File: config.mk
export PLATFORM = sky130hd
export DESIGN_NAME = ball_physics
export DESIGN_NICKNAME = d
export VERILOG_FILES = /design/src/rtl/ball_physics.sv
export SDC_FILE = /design/constraint.sdc
export NUM_CORES = 1
export LEC_CHECK = 0
export ABC_AREA = 1
export BUFFER_PORTS_ARGS = -buffer_cell sky130_fd_sc_hd__clkbuf_2
export CAP_MARGIN = 10
export CORE_MARGIN = 1.5
export CORE_UTILIZATION = 30
export DETAILED_ROUTE_END_ITERATION = 10
export PLACE_DENSITY = 0.47
export RECOVER_POWER = 25
export SYNTH_ARGS = -nofsm -noshare
export SYNTH_HDL_FRONTEND = slang
export SYNTH_SLANG_ARGS = --single-unit
File: constraint.sdc
create_clock -name clk -period 3.93 [get_ports clk]
set_clock_uncertainty 0.05 [all_clocks]
set_input_delay 0.393 -clock clk [delete_from_list [all_inputs] [get_ports clk]]
set_output_delay 0.393 -clock clk [all_outputs]
set_load 0.1 [all_outputs]
File: src/rtl/ball_physics.sv
// Per-frame ball integrator: tilt -> clamped velocity -> border/wall-checked position.
// Optional BALL_FRICTION_EN: a zero-acceleration axis decays its velocity by 1 toward 0.
module ball_physics #(
   parameter int SCREEN_W  = 640,
   parameter int SCREEN_H  = 480,
   parameter int BALL_SIZE = 8,
   parameter int START_X   = 16,
   parameter int START_Y   = 16,
   parameter int DEAD_ZONE = 4,
   parameter int SHIFT     = 3,
   parameter int VMAX      = 15
) (
   input  logic       clk,
   input  logic       reset,
   input  logic       frame_tick,
   input  logic [7:0] x_tilt,
   input  logic [7:0] y_tilt,
   output logic       q_req,
   output logic [9:0] q_x,
   output logic [9:0] q_y,
   input  logic       q_ack,
   input  logic       q_hit,
   output logic [9:0] ball_x,
   output logic [9:0] ball_y,
   output logic       busy,
   output logic       upd_done,
   output logic [2:0] dbg_state
);

   // Map handshake: q_req is a one-cycle strobe; q_x/q_y stay put until the single-cycle
   // q_ack (with q_hit) is seen in the matching wait state. Acks elsewhere are ignored.
   typedef enum logic [2:0] {IDLE, ACCEL, PROBE_X, WAIT_X, PROBE_Y, WAIT_Y, COMMIT} state_t;

   localparam logic signed [7:0]  DZ_P    = 8'(DEAD_ZONE);
   localparam logic signed [7:0]  DZ_N    = -DZ_P;
   localparam logic signed [8:0]  V_P     = 9'(VMAX);
   localparam logic signed [8:0]  V_N     = -V_P;
   localparam logic signed [10:0] LIM_X   = 11'(SCREEN_W - BALL_SIZE);
   localparam logic signed [10:0] LIM_Y   = 11'(SCREEN_H - BALL_SIZE);
   localparam logic [9:0]         START_XP = 10'(START_X);
   localparam logic [9:0]         START_YP = 10'(START_Y);

   state_t            state, state_n;
   logic signed [7:0] tx, ty;
   logic signed [5:0] vx, vy, vx_acc, vy_acc;
   logic [9:0]        fx, fy, cx, cy;
   logic              cx_clamp, cy_clamp;

   function automatic logic signed [5:0] next_vel(input logic signed [5:0] v,
                                                  input logic signed [7:0] t);
      logic signed [7:0] a;
      logic signed [8:0] s;
      a = (t > DZ_P || t < DZ_N) ? (t >>> SHIFT) : 8'sd0;
      s = {{3{v[5]}}, v} + {a[7], a};
`ifdef BALL_FRICTION_EN
      if (a == 8'sd0) begin
         if (v > 6'sd0)
            s = s - 9'sd1;
         else if (v < 6'sd0)
            s = s + 9'sd1;
      end
`endif
      if (s > V_P)
         next_vel = V_P[5:0];
      else if (s < V_N)
         next_vel = V_N[5:0];
      else
         next_vel = s[5:0];
   endfunction

   // Returns {clamped, position}; the flag tells the caller to zero that axis velocity.
   function automatic logic [10:0] clamp_pos(input logic [9:0] p,
                                             input logic signed [5:0] v,
                                             input logic signed [10:0] lim);
      logic signed [10:0] s;
      s = {1'b0, p} + {{5{v[5]}}, v};
      if (s < 11'sd0)
         clamp_pos = {1'b1, 10'd0};
      else if (s > lim)
         clamp_pos = {1'b1, lim[9:0]};
      else
         clamp_pos = {1'b0, s[9:0]};
   endfunction

   always_comb begin
      vx_acc = next_vel(vx, tx);
      vy_acc = next_vel(vy, ty);
      {cx_clamp, cx} = clamp_pos(ball_x, vx_acc, LIM_X);
      {cy_clamp, cy} = clamp_pos(ball_y, vy, LIM_Y);
   end

   always_comb begin
      state_n   = state;
      busy      = (state != IDLE);
      q_req     = 1'b0;
      dbg_state = state;
      case (state)
         IDLE:    if (frame_tick) state_n = ACCEL;
         ACCEL:   state_n = PROBE_X;
         PROBE_X: begin
            q_req   = 1'b1;
            state_n = WAIT_X;
         end
         WAIT_X:  if (q_ack) state_n = PROBE_Y;
         PROBE_Y: begin
            q_req   = 1'b1;
            state_n = WAIT_Y;
         end
         WAIT_Y:  if (q_ack) state_n = COMMIT;
         COMMIT:  state_n = IDLE;
         default: state_n = IDLE;
      endcase
   end

   // Probe coordinates are loaded on entry to each PROBE state so they are valid with q_req.
   always_ff @(posedge clk) begin
      if (!reset) begin
         state    <= IDLE;
         tx       <= 8'sd0;
         ty       <= 8'sd0;
         vx       <= 6'sd0;
         vy       <= 6'sd0;
         fx       <= START_XP;
         fy       <= START_YP;
         q_x      <= 10'd0;
         q_y      <= 10'd0;
         ball_x   <= START_XP;
         ball_y   <= START_YP;
         upd_done <= 1'b0;
      end else begin
         state    <= state_n;
         upd_done <= 1'b0;
         case (state)
            IDLE: if (frame_tick) begin
               tx <= x_tilt;
               ty <= y_tilt;
            end
            ACCEL: begin
               vx  <= cx_clamp ? 6'sd0 : vx_acc;
               vy  <= vy_acc;
               q_x <= cx;
               q_y <= ball_y;
            end
            WAIT_X: if (q_ack) begin
               if (q_hit) begin
                  fx  <= ball_x;
                  q_x <= ball_x;
                  vx  <= 6'sd0;
               end else begin
                  fx  <= q_x;
               end
               vy  <= cy_clamp ? 6'sd0 : vy;
               q_y <= cy;
            end
            WAIT_Y: if (q_ack) begin
               if (q_hit) begin
                  fy <= ball_y;
                  vy <= 6'sd0;
               end else begin
                  fy <= q_y;
               end
            end
            COMMIT: begin
               ball_x   <= fx;
               ball_y   <= fy;
               upd_done <= 1'b1;
            end
            default: ;
         endcase
      end
   end

endmodule

Yosys cells after proc, flatten, opt, wreduce, memory -nomap -nowiden:

Cells that the tools add are included.

* $add $sub $neg: 4
* $lt $le $gt $ge: 12
* equality and inequality tests: 12
* muxes and demuxes: 29
* reductions and logical operators: 14

Operators by type and width (number)
* two-way mux 6 bit: 9
* two-way mux 11 bit: 4
* two-way mux 10 bit: 4
* case mux 10 bit (2 select lines): 2
* adder 10 x 11 -> 11 bit: 2
* < comparator 11 x 1 -> 1 bit, second input constant: 2
* adder 6 x 8 -> 9 bit: 2
* > comparator 9 x 5 -> 1 bit, second input constant: 2
* < comparator 9 x 5 -> 1 bit, second input constant: 2
* case mux 3 bit (6 select lines): 1
* case mux 6 bit (3 select lines): 1
* > comparator 8 x 4 -> 1 bit, second input constant: 2
* < comparator 8 x 3 -> 1 bit, second input constant: 2
* two-way mux 8 bit: 2
* inequality test 2 bit, second input constant: 6
* case mux 6 bit (2 select lines): 1
* > comparator 11 x 10 -> 1 bit, second input constant: 1
* > comparator 11 bit, second input constant: 1
* equality test 3 bit, second input constant: 3
* two-way mux 3 bit: 3
* AND reduction 2 bit: 4
* equality test 3 x 2 -> 1 bit, second input constant: 2
* AND reduction 3 bit: 2
* nonzero test 3 bit: 2
* 7 further kinds: 9

* register bits after elaboration: 92
* output and inout bits: 46
* logic and storage cells: 83

Logic depth before layout (Yosys ltp):

Gate-level depths: netlist (run 1).

* depth after elaboration: 13
* depth in mapped cells: 33
* gate-level depth less buffers: 32

Worst setup path before layout (run 1):

OpenSTA, ideal clock, no wires.

* path kind: flip-flop to flip-flop
* start point: register tx[4]
* end point: register vx[1]
* library setup time: 0.132 ns
* data arrival time: 4.130 ns
* path slack: -0.382 ns
* stages on the path, launching flop included: 32
* path buffers: 2
* clock period less this slack: 4.312 ns
* path through: dfxtp_1 nand4_1 o21ai_0 inv_1 a21oi_1 nor2_1 ha_1 fa_1 nand3_1 nand3_2 nand2_2 nand2_4 nand2_4 buf_6 inv_1 o21ai_1 nand3_1 ha_1 fa_1 a31oi_1 inv_1 nand2_1 nand2_1 nand2_1 nand2_1 nand2_1 nand2_1 nand3_2 nand3_4 buf_8 nand3_1 a21oi_1

* word-level cells in the longest chain between the ends: 13
* elaborated cells between the ends (all ways): 16
* classes of those cells: 2 x add/sub; 6 x order compare; 7 x mux; 1 x reduce/logical

Ends and longest elaborated chain
* start, declared: RTL line 44 `logic signed [7:0] tx, ty;`
* start signal, assigned: RTL line 135 `tx <= x_tilt;`
* > comparator 8 x 4 -> 1 bit / < comparator 8 x 3 -> 1 bit (equally long branches): RTL line 53 `a = (t > DZ_P || t < DZ_N) ? (t >>> SHIFT) : 8'sd0;`
* logical OR 1 bit: RTL line 53
* two-way mux 8 bit (*): RTL line 53
* adder 6 x 8 -> 9 bit (*): RTL line 54 `s = {{3{v[5]}}, v} + {a[7], a};`
* < comparator 9 x 5 -> 1 bit: RTL line 65 `else if (s < V_N)`
* two-way mux 6 bit: RTL line 65
* two-way mux 6 bit (*): RTL line 63 `if (s > V_P)`
* adder 10 x 11 -> 11 bit: RTL line 76 `s = {1'b0, p} + {{5{v[5]}}, v};`
* > comparator 11 bit: RTL line 79 `else if (s > lim)`
* two-way mux 11 bit: RTL line 79
* two-way mux 11 bit: RTL line 77 `if (s < 11'sd0)`
* two-way mux 6 bit (*): RTL line 139 `vx <= cx_clamp ? 6'sd0 : vx_acc;`
* case mux 6 bit (2 select lines) (*): RTL line 133 `case (state)`
* end signal, assigned: RTL line 139
* end, declared: RTL line 45 `logic signed [5:0] vx, vy, vx_acc, vy_acc;`

Every way passes the cells marked *; elsewhere a longest branch is shown, timed or not.
A chain may end at the register's enable or synchronous reset.

Worst setup path in the final report (run 1):

* start point: register tx[4]
* end point: register q_x[0]

* word-level cells in the longest chain between the ends: 12
* elaborated cells between the ends (all ways): 15
* classes of those cells: 2 x add/sub; 6 x order compare; 6 x mux; 1 x reduce/logical

Ends and longest elaborated chain
* > comparator 8 x 4 -> 1 bit / < comparator 8 x 3 -> 1 bit (equally long branches): RTL line 53
* logical OR 1 bit: RTL line 53
* two-way mux 8 bit (*): RTL line 53
* adder 6 x 8 -> 9 bit (*): RTL line 54
* < comparator 9 x 5 -> 1 bit: RTL line 65
* two-way mux 6 bit: RTL line 65
* two-way mux 6 bit (*): RTL line 63
* adder 10 x 11 -> 11 bit (*): RTL line 76
* > comparator 11 bit: RTL line 79
* two-way mux 11 bit: RTL line 79
* two-way mux 11 bit (*): RTL line 77
* case mux 10 bit (2 select lines) (*): RTL line 133
* end signal, assigned: RTL line 147 `q_x <= ball_x;`
* end, declared: RTL line 19 `output logic [9:0] q_x,`

Marks and branches as above.

==> results of run 1 <==
[cell usage in the layout (no fill, tap or decap), types with 9 or more instances in the layout]
| cell type | count |
|---|---|
| ha_1 | 24 |
| clkbuf_16 | 9 |
| a21oi_2 | 11 |
| dfxtp_1 | 88 |
| nand3_1 | 42 |
| buf_4 | 52 |
| nor2_1 | 72 |
| o21ai_0 | 89 |
| a21oi_1 | 82 |
| xor2_1 | 9 |
| clkbuf_1 | 27 |
| nand4_1 | 9 |
| a31oi_1 | 12 |
| nand2_2 | 14 |
| inv_1 | 78 |
| clkbuf_2 | 41 |
| nand2_1 | 171 |
| nand3_2 | 10 |
[kinds of logic after synthesis]
logic type | synth area share, %
buf+inv | 8.23
simple gates | 27.4
compound gates | 20.8
flops | 33.1
fa+ha+maj | 7.74
xor+xnor | 2.68
[state kept, by name (all words and copies together), names as in the netlist]
signal,cells
ball_y,10
tx,8
upd_done,1
ball_x,10
vx,6
vy,6
fx,10
q_y,10
fy,10
q_x,10
ty,8
dbg_state,3
[layout make-up]
cell class	instances	share of cell area (%)
Clock inverter	7	1.41
Clock buffer	9	3.20
Multi-Input combinational cell	607	50.1
Inverter	86	4.63
Timing Repair Buffer	122	10.4
Tap cell	229	4.08
Sequential cell	92	26.3
[tightest hold or removal path: cells and delay by family]
kind | cells | cell delay [ns]
AO/OA/AOI/OAI | 1 | 0.06
buffers and inverters | 1 | 0.08
AND/OR/NAND/NOR | 1 | 0.07
[metal layers]
layer	GRT usage (%)	vias up	share of wire, %
met5	0	-	0
met4	4.93	0	1.4
met3	3.18	16	3.6
met2	28.8	85	46
met1	24.5	2522	49
li1	-	2928	-
[power by group through the flow]
| stage | sequential (µW) | combinational, µW | clock (µW) |
|---|---|---|---|
| 6_report | 1280 | 3010 | 967 |
| 5_1_grt | 1300 | 3310 | 1030 |
| 4_1_cts | 1280 | 2950 | 986 |
| 3_5_place_dp | 1300 | 2820 | 0 |
| 3_3_place_gp | 1300 | 2830 | 0 |
| 2_1_floorplan | 1930 | 1450 | 0 |
[what timing repair did]
| action | in CTS | in global routing |
|---|---|---|
| pin swaps | 14 | 11 |
| gates cloned | 1 | 0 |
| resized for setup | 27 | 21 |
| setup buffers | 4 | 3 |
| endpoints found under the setup margin | 16 | 16 |
[through the flow]
| step | instance area (µm²) | util (%) | setup WS, ns |
|---|---|---|---|
| after floorplan | 5600 | - | -0.0612 |
| final | 7030 | 38.9 | -0.160 |
| after global routing | 7030 | 38.9 | -0.411 |
| after CTS | 6950 | 38.4 | -0.0569 |
| after detailed placement | 6450 | 35.6 | -0.330 |
| after global placement | 6450 | 35.6 | -0.260 |
[worst max path at each step]
stage | start | endpoint | cells after the start
after floorplan | tx[4] | vx[1] | 31
after global placement | tx[0] | q_x[5] | 27
after detailed placement | tx[0] | q_x[4] | 27
after CTS | tx[4] | q_x[4] | 28
after global routing | tx[4] | q_x[3] | 29
final | tx[4] | q_x[0] | 26
==> impl_metrics.json, run 1 <==
{
  "status": "finished, violations left",
  "violations": "design-rule violations, negative setup slack",
  "clk_pin_slew_ns": 0.07,
  "drv_slew": 0,
  "finalSetupViolations": 15,
  "grt_setup_unrepaired": "yes",
  "finalPower_uw": 5260,
  "holdWs_ns": 0.236,
  "crit_path_start_kind": "flip-flop",
  "cp.arrival_ns": 4.32,
  "dieHeight_um": 139,
  "worst_slew_pin_slew_ns": 1.26,
  "p_sw_share_pct": 50.5,
  "max-vdd-ir-drop_mv": 0.448,
  "n_antenna_cell": 0,
  "syn_area_per_cell_um2": 6.84,
  "synth_enable_flop_cells": 0,
  "cts_tree": "yes",
  "reg2reg_from": "tx[4]",
  "yosys_warnings": 0,
  "grt_pass1_vias": 5335,
  "drive_above_1_share_pct": 20.5,
  "p_int_uw": 2600,
  "drtAntennaViolNets": 0,
  "ios": 67,
  "cp-end-kind": "flip-flop",
  "core_area_mm2": 0.0181,
  "crit_required_ns": 4.16,
  "numCtsBuffers": 9,
  "post-route-min-period_ns": 4.09,
  "syn_area_mm2": 0.00556,
  "power_density_mw_per_mm2": 748,
  "dp_hpwl_mm": 12.0,
  "dp_cells": 1128,
  "cts_buffer_depth": 2,
  "clk_latency_ns": 0.35,
  "critical_path.max_fanout": 7,
  "async_flop_share_pct": 0,
  "antenna_found_initial": 0,
  "slowest_stage": "fa_2",
  "syn-num-nets": 867,
  "numPortBuffers": 66,
  "fillers": 1904,
  "r2r_slack_ns": -0.16,
  "gp_routability_congestion": 0.806,
  "grt_overflow": 0,
  "grt_max_degree": 47,
  "synth-main-ff-cell": "dfxtp_1",
  "yosysMostFrequentCell": "nand2_1",
  "min_to": "tx[2]",
  "track_usage_pct": 17.8,
  "ff2ff_path_depth": 26,
  "syn_inst": 814,
  "fin_crit_sh_pct": 104,
  "path_buf_inv": 4,
  "dr.pass1.iters": 7,
  "power.switching_uw": 2650,
  "clkSinkCount": 92,
  "fin_ws_ns": -0.160,
  "drv_cap": 0,
  "leakage_uw": 0.00318,
  "detail_route.wl_per_cell_um": 14.5,
  "critical_path_class": "flip-flop to flip-flop",
  "min_delay_path_depth": 3,
  "fmax_mhz": 245,
  "dr_total_vias": 5551,
  "crit_family": "adder cells",
  "root_buffer": "clkbuf_16",
  "finalHoldViolCount": 0,
  "synthTopCellsByCount": "nand2_1, dfxtp_1, a21oi_1, o21ai_0, inv_1",
  "final_nets": 971,
  "multi_input_area_mm2": 0.00352,
  "power_frac_seq_pct": 24.4,
  "cpPeakStageDelay_ns": 0.43,
  "drt_wl_total_mm": 16.7,
  "fp-row-count": 49,
  "final_cells": 1152,
  "grt_pass1_wl_mm": 27.8,
  "start_util_pct": 30.8,
  "via_per_inst": 4.82,
  "die_area_mm2": 0.0194,
  "p_comb_share_pct": 57.3,
  "pwr-share-clk_pct": 18.4,
  "reg2reg_to": "q_x[0]",
  "hp-start": "x_tilt[2]",
  "holdCritPathClass": "primary input to flip-flop",
  "die_x_um": 139,
  "synth_seq_cells": 92,
  "synth.area.top_cells": "dfxtp_1, nand2_1, a21oi_1",
  "synthDominantCellAreaShare_pct": 33.1,
  "drt_iter0_drc": 221,
  "area_growth_pct": 26.4,
  "postCtsHoldBufs": 0,
  "htreeDepth": 3,
  "ys_seq_area_share_pct": 33.1,
  "final-seq-area_mm2": 0.00185,
  "post-route-drc-count": 1,
  "yosysTopAreaCell": "dfxtp_1",
  "ys_types": 43,
  "fin_tns_setup_ns": -1.58,
  "max-slew-margin-rel_pct": 16.4
}
No activity file was read; power rests on OpenSTA's default activity.
==> run 2, diff against run 1 <==
--- a/config.mk
+++ b/config.mk
@@ -8,10 +8,10 @@
 export ABC_AREA = 1
 export BUFFER_PORTS_ARGS = -buffer_cell sky130_fd_sc_hd__clkbuf_2
 export CAP_MARGIN = 10
-export CORE_MARGIN = 1.5
 export CORE_UTILIZATION = 30
 export DETAILED_ROUTE_END_ITERATION = 10
-export PLACE_DENSITY = 0.47
+export GPL_ROUTABILITY_DRIVEN = 0
+export PLACE_DENSITY = 0.46
 export RECOVER_POWER = 25
 export SYNTH_ARGS = -nofsm -noshare
 export SYNTH_HDL_FRONTEND = slang
==> constraint.sdc (replaced) <==
create_clock -name clk -period 4.45 [get_ports clk]
set_clock_uncertainty 0.05 [all_clocks]
set_input_delay 0.445 -clock clk [delete_from_list [all_inputs] [get_ports clk]]
set_output_delay 0.445 -clock clk [all_outputs]
set_load 0.1 [all_outputs]
==> impl_metrics.json, run 2 (synthesis gave the netlist of run 1 again) <==
{
  "cts_tree": "yes",
  "finalSetupViolations": 0,
  "drt_wl_total_mm": 16.2,
  "p_comb_share_pct": 54.7,
  "dr.pass1.iters": 8,
  "cp-end-kind": "flip-flop",
  "power.switching_uw": 2210,
  "final_nets": 934,
  "finalPower_uw": 4260,
  "fmax_mhz": 241,
  "via_per_inst": 4.84,
  "drive_above_1_share_pct": 13.1,
  "max-vdd-ir-drop_mv": 0.301,
  "crit_path_start_kind": "flip-flop",
  "clk_latency_ns": 0.35,
  "critical_path_class": "flip-flop to flip-flop",
  "die_area_mm2": 0.0191,
  "ios": 67,
  "drt_iter0_drc": 227,
  "dr_total_vias": 5397,
  "detail_route.wl_per_cell_um": 14.5,
  "drv_cap": 0,
  "max-slew-margin-rel_pct": 15.8,
  "core_area_mm2": 0.0181,
  "area_growth_pct": 17.5,
  "path_buf_inv": 2,
  "worst_slew_pin_slew_ns": 1.27,
  "numPortBuffers": 66,
  "post-route-min-period_ns": 4.15,
  "grt_pass1_vias": 5140,
  "htreeDepth": 3,
  "start_util_pct": 30.8,
  "crit_required_ns": 4.64,
  "root_buffer": "clkbuf_16",
  "cpPeakStageDelay_ns": 0.40,
  "grt_overflow": 0,
  "track_usage_pct": 17.3,
  "dp_hpwl_mm": 11.8,
  "crit_family": "simple AND/OR/NAND/NOR gates",
  "die_x_um": 138,
  "power_frac_seq_pct": 26.5,
  "grt_pass1_wl_mm": 26.5,
  "holdCritPathClass": "primary input to flip-flop",
  "final_cell_mix": "nand2_1, dfxtp_1, a21oi_1, o21ai_0, inv_1",
  "leakage_uw": 0.00297,
  "post-route-drc-count": 4,
  "numCtsBuffers": 9,
  "violations": "design-rule violations",
  "drv_slew": 0,
  "status": "finished, violations left",
  "cp.arrival_ns": 4.34,
  "clkSinkCount": 92,
  "cts_buffer_depth": 2,
  "n_antenna_cell": 0,
  "clk_pin_slew_ns": 0.07,
  "fp-row-count": 49,
  "crit_top_cell": "nand2_1",
  "pwr-share-clk_pct": 18.8,
  "dieHeight_um": 138,
  "fin_tns_setup_ns": 0,
  "fillers": 2019,
  "slowest_stage": "fa_2",
  "grt_max_degree": 68,
  "holdWs_ns": 0.297,
  "power_density_mw_per_mm2": 652,
  "p_sw_share_pct": 51.8,
  "fin_crit_sh_pct": 93.2,
  "critical_path.max_fanout": 7,
  "p_int_uw": 2060,
  "finalHoldViolCount": 0,
  "antenna_found_initial": 0,
  "drtAntennaViolNets": 0,
  "final_common_cell": "nand2_1"
}
## run 2: worst reg2reg max path: cells and delay by family (launching register included)
kind            cells  cell delay (ns)
compound gates      5             0.69
xor+xnor            1             0.16
buf+inv             2             0.25
fa+ha+maj           4             1.16
flops               1             0.32
simple gates       16             1.39
## run 2: timing repair
item | CTS | global route
hold endpoints to repair | 0 | 0
setup buffers | 0 | 4
gates resized for setup | 0 | 18
setup endpoints to repair | 0 | 15
hold buffers | 0 | 0
## run 2: layer usage
layer | track usage, % | wire, µm | vias up
met5 | 0 | 0 | -
met1 | 23.0 | 7950 | 2458
met3 | 2.01 | 432 | 11
li1 | - | - | 2854
met4 | 5.32 | 187 | 0
met2 | 29.2 | 7630 | 74
## run 2: final timing paths
path / start / end / slack [ns] / cells past startpoint
hold / removal: x_tilt[2] / tx[2] / 0.30 / 3
setup reg to reg: tx[1] / q_x[2] / 0.30 / 28
hold reg to reg: fx[2] / fx[2] / 0.41 / 2
setup / recovery: tx[1] / q_x[2] / 0.30 / 28
## run 2: cell type report
type	count	area [µm²]	area share, %
clock buffer	11	253	3.86
clock inverter	5	60.1	0.918
inverter	86	323	4.94
multi-input combinational	607	3340	51.1
sequential	92	1840	28.2
tap	229	287	4.38
timing repair buffer	85	432	6.60
## run 2: power by group through the flow
| stage | logic, µW | clock network (µW) | registers [µW] |
|---|---|---|---|
| after floorplan | 1260 | 0 | 1710 |
| after global placement | 2320 | 0 | 1150 |
| after detailed placement | 2300 | 0 | 1150 |
| after CTS | 2310 | 826 | 1130 |
| after global routing | 2590 | 857 | 1160 |
| final | 2330 | 803 | 1130 |
## run 2: metrics by stage
step	instance area, µm²	cells	worst slack [ns]	utilization (%)
global route	6540	1115	-0.0378	36.2
floorplan	5560	814	0.138	-
CTS	6470	1110	0.0506	35.8
detailed placement	6160	1094	0.0674	34.1
global placement	6160	1094	0.140	34.1
finish	6540	1115	0.304	36.2
==> run 3, diff against run 2 <==
--- a/config.mk
+++ b/config.mk
@@ -6,12 +6,12 @@
 export NUM_CORES = 1
 export LEC_CHECK = 0
 export ABC_AREA = 1
-export BUFFER_PORTS_ARGS = -buffer_cell sky130_fd_sc_hd__clkbuf_2
 export CAP_MARGIN = 10
 export CORE_UTILIZATION = 30
 export DETAILED_ROUTE_END_ITERATION = 10
+export DONT_BUFFER_PORTS = 1
 export GPL_ROUTABILITY_DRIVEN = 0
-export PLACE_DENSITY = 0.46
+export PLACE_DENSITY = 0.44
 export RECOVER_POWER = 25
 export SYNTH_ARGS = -nofsm -noshare
 export SYNTH_HDL_FRONTEND = slang
==> constraint.sdc (replaced) <==
create_clock -name clk -period 3.5 [get_ports clk]
set_clock_uncertainty 0.05 [all_clocks]
set_input_delay 0.35 -clock clk [delete_from_list [all_inputs] [get_ports clk]]
set_output_delay 0.35 -clock clk [all_outputs]
set_load 0.1 [all_outputs]
==> impl_metrics.json, run 3 (synthesis gave the netlist of run 1 again) <==
{
  "status": "finished, violations left",
  "final_cell_mix": "nand2_1, dfxtp_1, o21ai_0",
  "area_growth_pct": 25.0,
  "start_util_pct": 30.8,
  "max-slew-margin-rel_pct": 2.94,
  "drv_slew": 0,
  "detail_route.wl_per_cell_um": 15.7,
  "holdCritPathClass": "primary input to flip-flop",
  "design_area_mm2": 0.00696,
  "crit_required_ns": 3.74,
  "dr.pass1.iters": 8,
  "critical_path_class": "flip-flop to flip-flop",
  "finalHoldViolCount": 0,
  "fin_crit_sh_pct": 116,
  "htreeDepth": 3,
  "utilization_pct": 38.5,
  "dp_hpwl_mm": 12.8,
  "use_met1_pct": 23.0,
  "finalPower_uw": 5870,
  "fp-row-count": 49,
  "worst_slew_pin_slew_ns": 1.46,
  "grt_max_degree": 68,
  "crit_path_start_kind": "flip-flop",
  "drt_wl_total_mm": 17.6,
  "post-route-min-period_ns": 4.06,
  "root_buffer": "clkbuf_16",
  "n_antenna_cell": 0,
  "antenna_found_initial": 0,
  "cp.arrival_ns": 4.29,
  "gr-usage-met2_pct": 32.7,
  "die_x_um": 138,
  "violations": "design-rule violations, negative setup slack",
  "dr_total_vias": 5693,
  "grt_pass1_vias": 5526,
  "critical_path.max_fanout": 7,
  "max-vdd-ir-drop_mv": 0.478,
  "die_area_mm2": 0.0191,
  "track_usage_pct": 18.7,
  "slowest_stage": "fa_2",
  "core_area_mm2": 0.0181,
  "drtAntennaViolNets": 0,
  "crit_top_cell": "nand2_2",
  "cts_buffer_depth": 2,
  "fin_ws_ns": -0.557,
  "drive_above_1_share_pct": 19.5,
  "placed_area_mm2": 0.00639,
  "cts_tree": "yes",
  "grt_pass1_wl_mm": 28.4,
  "drt_iter0_drc": 280,
  "via_per_inst": 5.07,
  "met3_usage_pct": 2.84,
  "post-route-drc-count": 7,
  "clk_latency_ns": 0.36,
  "final_nets": 941,
  "cp-end-kind": "flip-flop",
  "finalSetupViolations": 31,
  "numPortBuffers": 0,
  "grt_setup_unrepaired": "yes",
  "cpPeakStageDelay_ns": 0.40,
  "power_density_mw_per_mm2": 844,
  "fmax_mhz": 247,
  "grt_overflow": 0,
  "ios": 67,
  "drv_cap": 0,
  "dieHeight_um": 138,
  "numCtsBuffers": 9,
  "leakage_uw": 0.00306,
  "clkSinkCount": 92,
  "clk_pin_slew_ns": 0.07,
  "grt-busiest-layer": "met2",
  "final_common_cell": "nand2_1"
}
run 3: changes by cell type in the layout (fill, tap and decap cells not counted), sizes merged:
cell	before	now
buf	17	67
clkbuf	79	35
inv	83	86
clkinv	6	5
clkinvlp	1	0
run 3: repair_timing:
item	CTS	global route
endpoints found under the setup margin	16	16
resized for setup	36	32
cloned	1	0
pin swaps	21	26
buffers inserted	5	2
hold buffers	0	0
run 3: final cells by class:
class / instances / area [µm²]
flip-flops and latches: 92 / 1850
inverters: 86 / 325
clock inverters: 6 / 70.1
well taps: 229 / 287
multi-input cells: 607 / 3590
fillers: 1895 / 11100
clock buffers: 10 / 229
repair buffers: 92 / 604
run 3: stage by stage:
step | std cells | setup slack [ns] | setup TNS, ns | hold slack [ns]
4_1_cts | 1120 | -0.488 | -7.33 | 0.0383
2_1_floorplan | 814 | -0.491 | -6.79 | 0.387
5_1_grt | 1122 | -0.928 | -19.12 | 0.0427
6_report | 1122 | -0.557 | -9.54 | 0.0696
3_5_place_dp | 1098 | -0.727 | -10.54 | 0.402
3_3_place_gp | 1098 | -0.639 | -9.46 | 0.397
run 3: final timing paths:
check	from	to	slack (ns)	cells past startpoint
min reg2reg	fx[3]	fx[3]	0.41	2
max	tx[4]	q_x[3]	-0.56	28
max reg2reg	tx[4]	q_x[3]	-0.56	28
min	reset	ball_x[4]	0.07	1
run 3: layer usage:
layer | up-vias | part of all wire [%]
met5 | - | 0
met4 | 0 | 1.9
met3 | 21 | 4.3
met2 | 118 | 49
met1 | 2686 | 45
li1 | 2868 | -
run 3: report_power, final:
group	total [µW]	internal (µW)	switching (µW)
combinational	3040	1060	1980
clock	1000	562	440
sequential	1830	1250	577
total	5870	2870	3000
run 3: critical path: cells and delay by family (launching register included):
family                   cells  cell delay, ns
AND/OR/NAND/NOR             15            1.26
adder cells (fa/ha/maj)      4            1.16
AO/OA/AOI/OAI                5            0.81
flip-flops                   1            0.34
buffers and inverters        3            0.20
XOR/XNOR                     1            0.17
